===== config.mk =====
export PLATFORM = sky130hd
export DESIGN_NAME = lsq_issue_buffer
export DESIGN_NICKNAME = d
export VERILOG_FILES = /design/src/rtl/lsq_issue_buffer.sv
export SDC_FILE = /design/constraint.sdc
export NUM_CORES = 1
export LEC_CHECK = 0
export ABC_AREA = 1
export CAP_MARGIN = 0
export CORE_MARGIN = 2
export CORE_UTILIZATION = 45
export DETAILED_ROUTE_END_ITERATION = 12
export DONT_BUFFER_PORTS = 1
export PLACE_DENSITY = 0.72
export SLEW_MARGIN = 20
export SYNTH_ARGS = -nofsm -noshare
export SYNTH_HDL_FRONTEND = slang
export SYNTH_SLANG_ARGS = --single-unit
export TNS_END_PERCENT = 30

===== constraint.sdc =====
create_clock -name clk -period 3.4 [get_ports clk]
set_clock_uncertainty 0.1 [all_clocks]
set_input_delay 0 -clock clk [delete_from_list [all_inputs] [get_ports clk]]
set_output_delay 0 -clock clk [all_outputs]
set_load 0.05 [all_outputs]

===== src/rtl/lsq_issue_buffer.sv =====
// In-order load/store issue queue: captures CDB operands, issues the head op to the LSU
// when ready, and holds load results on the CDB request until the arbiter grants.
module lsq_issue_buffer #(
  parameter int DEPTH = 4,
  parameter int TAG_W = 4
) (
  input  logic                     clk,
  input  logic                     rst,
  input  logic                     flush,
  input  logic                     disp_valid,
  output logic                     disp_ready,
  input  logic [2:0]               disp_op,
  input  logic [31:0]              disp_offset,
  input  logic [31:0]              disp_base_val,
  input  logic [TAG_W-1:0]         disp_base_tag,
  input  logic                     disp_base_rdy,
  input  logic [31:0]              disp_data_val,
  input  logic [TAG_W-1:0]         disp_data_tag,
  input  logic                     disp_data_rdy,
  input  logic [TAG_W-1:0]         disp_dest_tag,
  input  logic                     cdb_in_valid,
  input  logic [TAG_W-1:0]         cdb_in_tag,
  input  logic [31:0]              cdb_in_value,
  output logic [31:0]              lsu_base_addr,
  output logic [31:0]              lsu_offset,
  output logic [31:0]              lsu_store_data,
  output logic [2:0]               lsu_mem_op,
  output logic                     lsu_mem_req,
  input  logic                     lsu_ready,
  input  logic [31:0]              lsu_load_data,
  output logic                     cdb_req,
  output logic [TAG_W-1:0]         cdb_tag,
  output logic [31:0]              cdb_value,
  input  logic                     cdb_grant,
  output logic [$clog2(DEPTH):0]   count
);

  localparam int PW = $clog2(DEPTH);
  localparam int CW = PW + 1;

  typedef struct packed {
    logic [2:0]       op;
    logic [31:0]      offset;
    logic [31:0]      base_val;
    logic [TAG_W-1:0] base_tag;
    logic             base_rdy;
    logic [31:0]      data_val;
    logic [TAG_W-1:0] data_tag;
    logic             data_rdy;
    logic [TAG_W-1:0] dest_tag;
  } entry_t;

  typedef enum logic {IDLE, WAIT_CDB} state_t;

  entry_t           ent [DEPTH];
  logic [DEPTH-1:0] vld;
  logic [PW-1:0]    head;
  logic [PW-1:0]    tail;
  logic [CW-1:0]    cnt;
  state_t           state;

  logic   head_rdy;
  logic   issue;
  logic   pop;
  logic   enq;
  entry_t new_ent;

  assign head_rdy = ent[head].base_rdy && (!ent[head].op[2] || ent[head].data_rdy);
  assign issue    = rst && (state == IDLE) && vld[head] && head_rdy && lsu_ready && !flush;
  assign pop      = !flush && ((issue && ent[head].op[2]) || ((state == WAIT_CDB) && cdb_grant));
  assign disp_ready = (cnt < CW'(DEPTH)) && !flush;
  assign enq      = disp_valid && disp_ready;

  // A producer broadcasting in the dispatch cycle is forwarded straight into the new entry.
  always_comb begin
    new_ent          = '0;
    new_ent.op       = disp_op;
    new_ent.offset   = disp_offset;
    new_ent.base_val = disp_base_val;
    new_ent.base_tag = disp_base_tag;
    new_ent.base_rdy = disp_base_rdy;
    new_ent.data_val = disp_data_val;
    new_ent.data_tag = disp_data_tag;
    new_ent.data_rdy = disp_data_rdy;
    new_ent.dest_tag = disp_dest_tag;
    if (cdb_in_valid && !disp_base_rdy && (disp_base_tag == cdb_in_tag)) begin
      new_ent.base_val = cdb_in_value;
      new_ent.base_rdy = 1'b1;
    end
    if (cdb_in_valid && !disp_data_rdy && (disp_data_tag == cdb_in_tag)) begin
      new_ent.data_val = cdb_in_value;
      new_ent.data_rdy = 1'b1;
    end
  end

  assign lsu_base_addr  = ent[head].base_val;
  assign lsu_offset     = ent[head].offset;
  assign lsu_store_data = ent[head].data_val;
  assign lsu_mem_op     = ent[head].op;
  assign lsu_mem_req    = issue;
  assign cdb_req        = (state == WAIT_CDB);
  assign cdb_tag        = ent[head].dest_tag;
  assign count          = cnt;

  always_ff @(posedge clk) begin
    if (!rst) begin
      for (int i = 0; i < DEPTH; i++) ent[i] <= '0;
      vld       <= '0;
      head      <= '0;
      tail      <= '0;
      cnt       <= '0;
      state     <= IDLE;
      cdb_value <= '0;
    end else if (flush) begin
      vld   <= '0;
      head  <= '0;
      tail  <= '0;
      cnt   <= '0;
      state <= IDLE;
    end else begin
      for (int i = 0; i < DEPTH; i++) begin
        if (vld[i] && cdb_in_valid) begin
          if (!ent[i].base_rdy && (ent[i].base_tag == cdb_in_tag)) begin
            ent[i].base_val <= cdb_in_value;
            ent[i].base_rdy <= 1'b1;
          end
          if (!ent[i].data_rdy && (ent[i].data_tag == cdb_in_tag)) begin
            ent[i].data_val <= cdb_in_value;
            ent[i].data_rdy <= 1'b1;
          end
        end
      end
      // head==tail only when empty or full, so enqueue and pop never touch the same slot.
      if (enq) begin
        ent[tail] <= new_ent;
        vld[tail] <= 1'b1;
        tail      <= tail + PW'(1);
      end
      if (pop) begin
        vld[head] <= 1'b0;
        head      <= head + PW'(1);
      end
      cnt <= cnt + CW'(enq) - CW'(pop);
      case (state)
        IDLE: begin
          if (issue && !ent[head].op[2]) begin
            cdb_value <= lsu_load_data;
            state     <= WAIT_CDB;
          end
        end
        WAIT_CDB: begin
          if (cdb_grant) state <= IDLE;
        end
        default: state <= IDLE;
      endcase
    end
  end

endmodule


Word-level counts from Yosys, hierarchy flattened
Memory sizes are Yosys's and may differ from the RTL's. A register that Yosys moved wholly into a read port is not among the register bits.
Cells that the tools add are included.
{"block": "totals", "memories": 1, "mem_bits_rw": 452, "output_inout_bits": 141, "elab_cells": 174, "inputBits": 188, "reg_bits": 44}
{"block": "classes", "addsub": 4, "eq_ne": 10, "muxes": 80, "order_cmp": 5, "n_reduce_logical": 46, "bitwise_logic": 22}
{"name": "ent", "depth": 4, "word_bits": 113, "rd": 5, "rd_ports_with_merged_regs": 1, "write_ports": 5, "line_no": "55", "rtl": "entry_t ent [DEPTH];"}
{"cell": "$mux 32", "count": 10}
{"cell": "$mux 1", "count": 60}
{"cell": "$eq 4x4->1", "count": 10}
{"cell": "$logic_and 1x1->1", "count": 30}
{"cell": "$mux 4", "count": 4}
{"cell": "$or 1x1->1", "count": 16}
{"cell": "$logic_not 1->1", "count": 12}
{"cell": "$lt 2x3->1 const B", "count": 2}
{"cell": "$add 2x1->2 const B", "count": 2}
{"cell": "$and 4x4->4", "count": 1}
{"cell": "$demux 1 s2", "count": 2}
{"cell": "$ge 2x1->1 const B", "count": 2}
{"cell": "$mux 2", "count": 2}
{"cell": "$not 4->4", "count": 1}
{"cell": "$or 4x4->4", "count": 1}
{"cell": "$add 3x1->3", "count": 1}
{"cell": "$lt 3x3->1 const B", "count": 1}
{"cell": "$not 1->1", "count": 3}
{"cell": "$reduce_and 3->1", "count": 1}
{"cell": "$sub 3x1->3", "count": 1}
{"cell": "$bmux 1 s2", "count": 1}
{"cell": "$logic_or 1x1->1", "count": 2}
{"cell": "$pmux 1 s2", "count": 1}
{"cell": "$reduce_or 2->1", "count": 1}

Depth between registers and ports, before layout
Gate-level depths: netlist of run 1.
{"block": "logic_depth", "ltp_word": 11, "ltp_mapped": 19, "depth_no_buf": 18}

Least setup slack after synthesis of run 1
OpenSTA, ideal clock, no wires.
{"block": "synth_path", "path_type": "register to register", "startpoint": "reg cnt[2] (netlist: count[2])", "endpoint": "mem ent[0][10] in the netlist's numbering, enable pin", "path_buffers": 0, "synth_period_minus_slack_ns": 4.101, "setup_time_ns": 0.466, "required_ns": 2.834, "path_stages_with_launch": 8, "setup_slack_ns": -0.701, "arrival_time_ns": 3.536, "cell_sequence": "dfxtp_1 > nor2_4 > nand2_4 > inv_2 > nand2_1 > nand2_1 > inv_1 > o21ai_0"}
{"element": "start: declaration", "line_no": "59", "rtl": "logic [CW-1:0] cnt;"}
{"element": "start signal: assignment", "line_no": "143", "rtl": "cnt <= cnt + CW'(enq) - CW'(pop);"}
{"element": "end: declaration", "line_no": "55"}

==> results.ini, run 1 <==
[layout]
multiInputGateArea_um2=8440
final_common_cell=edfxtp_1
final_area_um2=30200
final_cells=3667
drive_above_1_share_pct=10.4
final_nets=3128
layout_common_cells=446 x edfxtp_1, 408 x nor2_1, 333 x nand3_1, 307 x o21ai_0, 260 x dlygate4sd3_1
fillCellCount=4526
areaGrowthSynthToFinish_pct=23.2
regArea_um2=14400

[floorplan]
coreArea_um2=53800
initial_core_util_pct=45.5
fp-row-count=85
die_y_um=237
die_x_um=237
ios=329
die_area_um2=56400

[worst_setup_path]
crit_buf_inv=4
start_kind=flop
rrSetupSlack_ps=100
slowest_delay_ps=770
crit_arrival_ps=3260
crit_required_ps=3300
crit_top_cell=buf_4
crit_fanout=69
crit_family=buffers and inverters
endpoint_kind=output port
crit_type=flop to output port
critical-path-slowest-cell=buf_4
path_cells=clkinv_2, buf_4, buf_4, o21ai_0, o22ai_1, buf_4

[place]
dp_cells=3308
dpl.hpwl_mm=47.0
pre_cts_ws_ps=418
port_buffers=0
routabilityCongestion=0.948
placed_cell_area_um2=25800

[sta]
fin_crit_ps=3360
setup_viol=0
finalCritPeriodShare_pct=99.0
relSlewSlack_pct=31.4
fmax_mhz=297
max_slew.worst_pin.slew_ps=1030
hold_viol_final=0
rsz0062_at_grt=false
fin_ws_ps=35.5
slew_violations=0

[status]
outcome=finished clean

[logic_synthesis]
yosysWarnings=0
synth_cells=2644
async_flop_share_pct=0
synth_edf_count=446
yosys.cell_types.count=38
ys_seq_area_share_pct=58.9
synth_fp_nets=2843
avgSynthCellArea_um2=9.27
ys_seq_elements=498
synthesis.area_um2=24500
synth_top_flop_cell=edfxtp_1

[route]
wire_per_inst_um=23.5
drtIter0Drc=3126
first_pass_iters=7
drc=0
vias=22400
viasPerCell=6.12
final_antenna_net_count=0
drt_wl_total_mm=86.1

[power]
comb_power_share_pct=10.9
internal_power_mw=10.7
power_frac_clock_pct=40.2
p_sw_mw=3.61
powerDensity_nw_per_um2=474
peakVddDrop_v=0.000387
p_sw_share_pct=25.2
p_leak_nw=12.0
total_power_mw=14.3
power.share.sequential_pct=48.9

[grt]
grt_overflow=0
grt_pass1_vias=22500
grt_max_degree=205
grt_usage_pct=29.8
antenna_found_initial=4
grt_first_pass_wirelength_mm=128

[job]
cap_violations=0

[clocking]
clkSlewWorstSetupHoldPaths_ps=60
cts.sinks=498
cts_setup_buffers=0
ctsLongestPathBuffers=3
cts_buffers=54
clock-root-buffer=clkbuf_16
cts_tree=built
clk_latency_ps=610
h-tree-depth=2

[worst_hold_path]
hp-class=input port to flop

==> metrics by stage <==
step                      util, %  setup TNS, ps  hold slack, ps
after floorplan                 -          -1560            83.4
after global placement       48.0              0            52.0
after detailed placement     48.0              0            54.8
after CTS                    56.0              0            7.36
after global routing         56.1              0            89.8
final                        56.1              0            54.1
==> final cells by class <==
class / count / area share, %
Clock inverter: 21 / 0.518
Antenna cell: 3 / 0.0249
Inverter: 221 / 2.80
Tap cell: 696 / 2.88
Timing Repair Buffer: 417 / 12.9
Sequential cell: 498 / 47.8
Clock buffer: 74 / 5.12
Multi-Input combinational cell: 1737 / 28.0
==> per-layer routing <==
layer | global-route usage (%) | vias up | part of all wire, %
li1 | - | 9830 | -
met1 | 37.8 | 10500 | 36
met2 | 47.2 | 1774 | 45
met3 | 7.82 | 380 | 13
met4 | 15.0 | 4 | 5.2
met5 | 0 | - | 0.031
==> kinds of logic after synthesis <==
logic type / share of synthesized area (%)
adders and majority gates: 0.592
and+or+nand+nor: 18.5
xor gates and xnor gates: 0.465
AOI/OAI and AO/OA: 14.6
DFF: 58.9
buffers and inverters: 6.97
==> worst register-to-register path: cells and delay by family (launching register included) <==
kind                   cells  cell delay (ps)
buffers and inverters      4             1880
AND/OR/NAND/NOR            5              740
flip-flops                 1              340
AO/OA/AOI/OAI              1              110
==> synth_stat cells, drive strengths merged (10+ instances only) <==
| master | instances | area [µm²] |
|---|---|---|
| o21ai | 476 | 2380 |
| buf | 77 | 453 |
| ha | 10 | 125 |
| o22ai | 106 | 663 |
| inv | 221 | 835 |
| dfxtp | 52 | 1040 |
| nor2 | 413 | 1570 |
| o31ai | 32 | 240 |
| or2 | 11 | 68.8 |
| nand2 | 266 | 1060 |
| nand3 | 336 | 1690 |
| a21oi | 49 | 253 |
| clkbuf | 111 | 420 |
| nor3 | 11 | 92.6 |
| edfxtp | 446 | 13400 |
==> flip-flops by register name (all words and copies together), names as in the netlist, named ones only <==
signal and cells:
ent 452, tail 2, head 2, count 3, cdb_value 32, vld 4
cdb_req 1
==> worst paths after layout <==
kind | startpoint | end | cells after the start
max | flop | lsu_base_addr[27] | 6
min | cdb_in_tag[3] | ent[3][40]$_DFFE_PP_ | 6
max reg2reg | count[2]$_SDFF_PP0_ | ent[2][61]$_DFFE_PP_ | 10
min reg2reg | cdb_req$_SDFF_PP0_ | cdb_req$_SDFF_PP0_ | 2
==> repair_timing <==
action	4_1_cts	5_1_grt
endpoints found under the hold margin	586	0
gates resized for setup	0	8
hold buffers	261	0
setup endpoints to repair	0	42
==> power groups by stage <==
| stage | Clock (mW) | Combinational [mW] | Sequential, mW |
|---|---|---|---|
| floorplan | 0 | 0.846 | 7.11 |
| global placement | 0 | 1.25 | 7.12 |
| detailed placement | 0 | 1.27 | 7.13 |
| CTS | 5.78 | 1.52 | 7.00 |
| global route | 6.03 | 1.63 | 7.02 |
| finish | 5.75 | 1.56 | 7.00 |
No activity file was read; power rests on OpenSTA's default activity.
==> run 2: changes to the inputs <==
- CORE_ASPECT_RATIO: unset -> 1.25
- PLACE_DENSITY: 0.72 -> 0.59
==> results.ini, run 2 (synthesis results as in run 1) <==
[job]
cap_violations=0  ; unchanged

[route]
vias=22200  ; -1.2%
drtIter0Drc=2253  ; -28%
viasPerCell=6.00  ; -2.0%
final_antenna_net_count=0  ; unchanged
wire_per_inst_um=24.1  ; +2.5%
first_pass_iters=6  ; -1
drt_wl_total_mm=89.0  ; +3.4%
drc=0  ; unchanged

[worst_setup_path]
crit_type=flop to output port
crit_top_cell=buf_4
crit_required_ps=3300  ; about the same
crit_buf_inv=3  ; -1
endpoint_kind=output port
crit_fanout=92  ; +33%
slowest_delay_ps=620  ; -150 ps
start_kind=flop
path_cells=buf_4, buf_6, o21ai_0, o22ai_1, buf_4
crit_arrival_ps=3160  ; -100 ps
critical-path-slowest-cell=buf_6
crit_family=buffers and inverters

[clocking]
clk_latency_ps=610  ; about the same
clkSlewWorstSetupHoldPaths_ps=60  ; about the same
clock-root-buffer=clkbuf_16
h-tree-depth=2  ; unchanged
ctsLongestPathBuffers=3  ; unchanged
cts_tree=built
cts_setup_buffers=0  ; unchanged
cts.sinks=498  ; unchanged
cts_buffers=52  ; -3.7%

[sta]
relSlewSlack_pct=27.2  ; -4.3 points
fin_ws_ps=144  ; +108 ps
setup_viol=0  ; unchanged
hold_slack_ps=33.3  ; -20.9 ps
max_slew.worst_pin.slew_ps=1090  ; +63.9 ps
slew_violations=0  ; unchanged
setup_tns_ps=0  ; unchanged
fin_crit_ps=3260  ; -108 ps
hold_viol_final=0  ; unchanged
fmax_mhz=307  ; +3.3%
rsz0062_at_grt=false
finalCritPeriodShare_pct=95.8  ; -3.2 points

[power]
powerDensity_nw_per_um2=470  ; -0.73%
total_power_mw=14.2  ; -0.74%
p_leak_nw=12.0  ; -0.15%
peakVddDrop_v=0.000354  ; -8.5%

[layout]
layout_common_cells=446 x edfxtp_1, 408 x nor2_1, 333 x nand3_1, 307 x o21ai_0, 254 x dlygate4sd3_1
final_common_cell=edfxtp_1
regMostFlops=ent
finish.utilization_pct=56.1  ; about the same
largest_register_ffs=452  ; unchanged
areaGrowthSynthToFinish_pct=23.2  ; about the same
reg_top3=ent: 452 flops, cdb_value: 32 flops, vld: 4 flops
drive_above_1_share_pct=10.7  ; +0.21 points
final_cells=3698  ; +0.85%
final_nets=3124  ; -0.13%
final_area_um2=30200  ; about the same

[grt]
grt_first_pass_wirelength_mm=132  ; +3.0%
grt_overflow=0  ; unchanged
antenna_found_initial=5  ; +1
grt_max_degree=100  ; -51%
grt_usage_pct=31.1  ; +1.4 points
grt_pass1_vias=22300  ; -0.91%

[floorplan]
fp-row-count=95  ; +12%
initial_core_util_pct=45.5  ; about the same
die_x_um=213  ; -10%
die_y_um=265  ; +12%
die_area_um2=56400  ; about the same
ios=329  ; unchanged
coreArea_um2=53800  ; about the same

[place]
pre_cts_ws_ps=374  ; -43.6 ps
routabilityCongestion=0.893  ; -5.8%
port_buffers=0  ; unchanged
placed_cell_area_um2=26000  ; +0.47%
dp_cells=3343  ; +1.1%
dpl.hpwl_mm=49.5  ; +5.4%

[worst_hold_path]
hp-class=input port to flop

[status]
outcome=finished clean

-- run 2: final cells by class --
cell class              count  area (µm²)
diodes                      4        10.0
clock buffers              70        1470
clock inverters            26         190
fillers                  4740       23700
inverters                 221         845
multi-input cells        1737        8450
flip-flops and latches    498       14400
well taps                 727         910
repair buffers            415        3880
-- run 2: timing repair --
item	4_1_cts	5_1_grt
endpoints found under the setup margin	3	7
hold endpoints to repair	690	0
resized for setup	1	1
hold buffers	255	0
-- run 2: power breakdown --
part	leakage, nW	switching (mW)	total [mW]	internal, mW
sequential	5.03	0.0737	7.00	6.92
clock	0.822	2.45	5.63	3.18
combinational	6.12	1.10	1.57	0.469
-- run 2: worst paths after layout --
kind	startpoint	endpoint	slack [ps]	cells after the start
setup / recovery	flop	lsu_base_addr[27]	140	5
hold / removal	cdb_in_tag[2]	ent[2][35]$_DFFE_PP_	30	4
setup reg to reg	count[2]$_SDFF_PP0_	ent[0][77]$_DFFE_PP_	160	10
hold reg to reg	cdb_req$_SDFF_PP0_	cdb_req$_SDFF_PP0_	380	2
-- run 2: tightest hold or removal path, cell delays in order --
cell	delay (ps)
nand2_1	40
a21oi_1	60
nand3_2	110
nand3_2	260
-- run 2: routing by layer --
| layer | track usage [%] | share of wire, % |
|---|---|---|
| met1 | 37.5 | 36 |
| met2 | 52.3 | 48 |
| met3 | 6.30 | 10 |
| met4 | 16.8 | 5.6 |
| met5 | 0 | 0.046 |
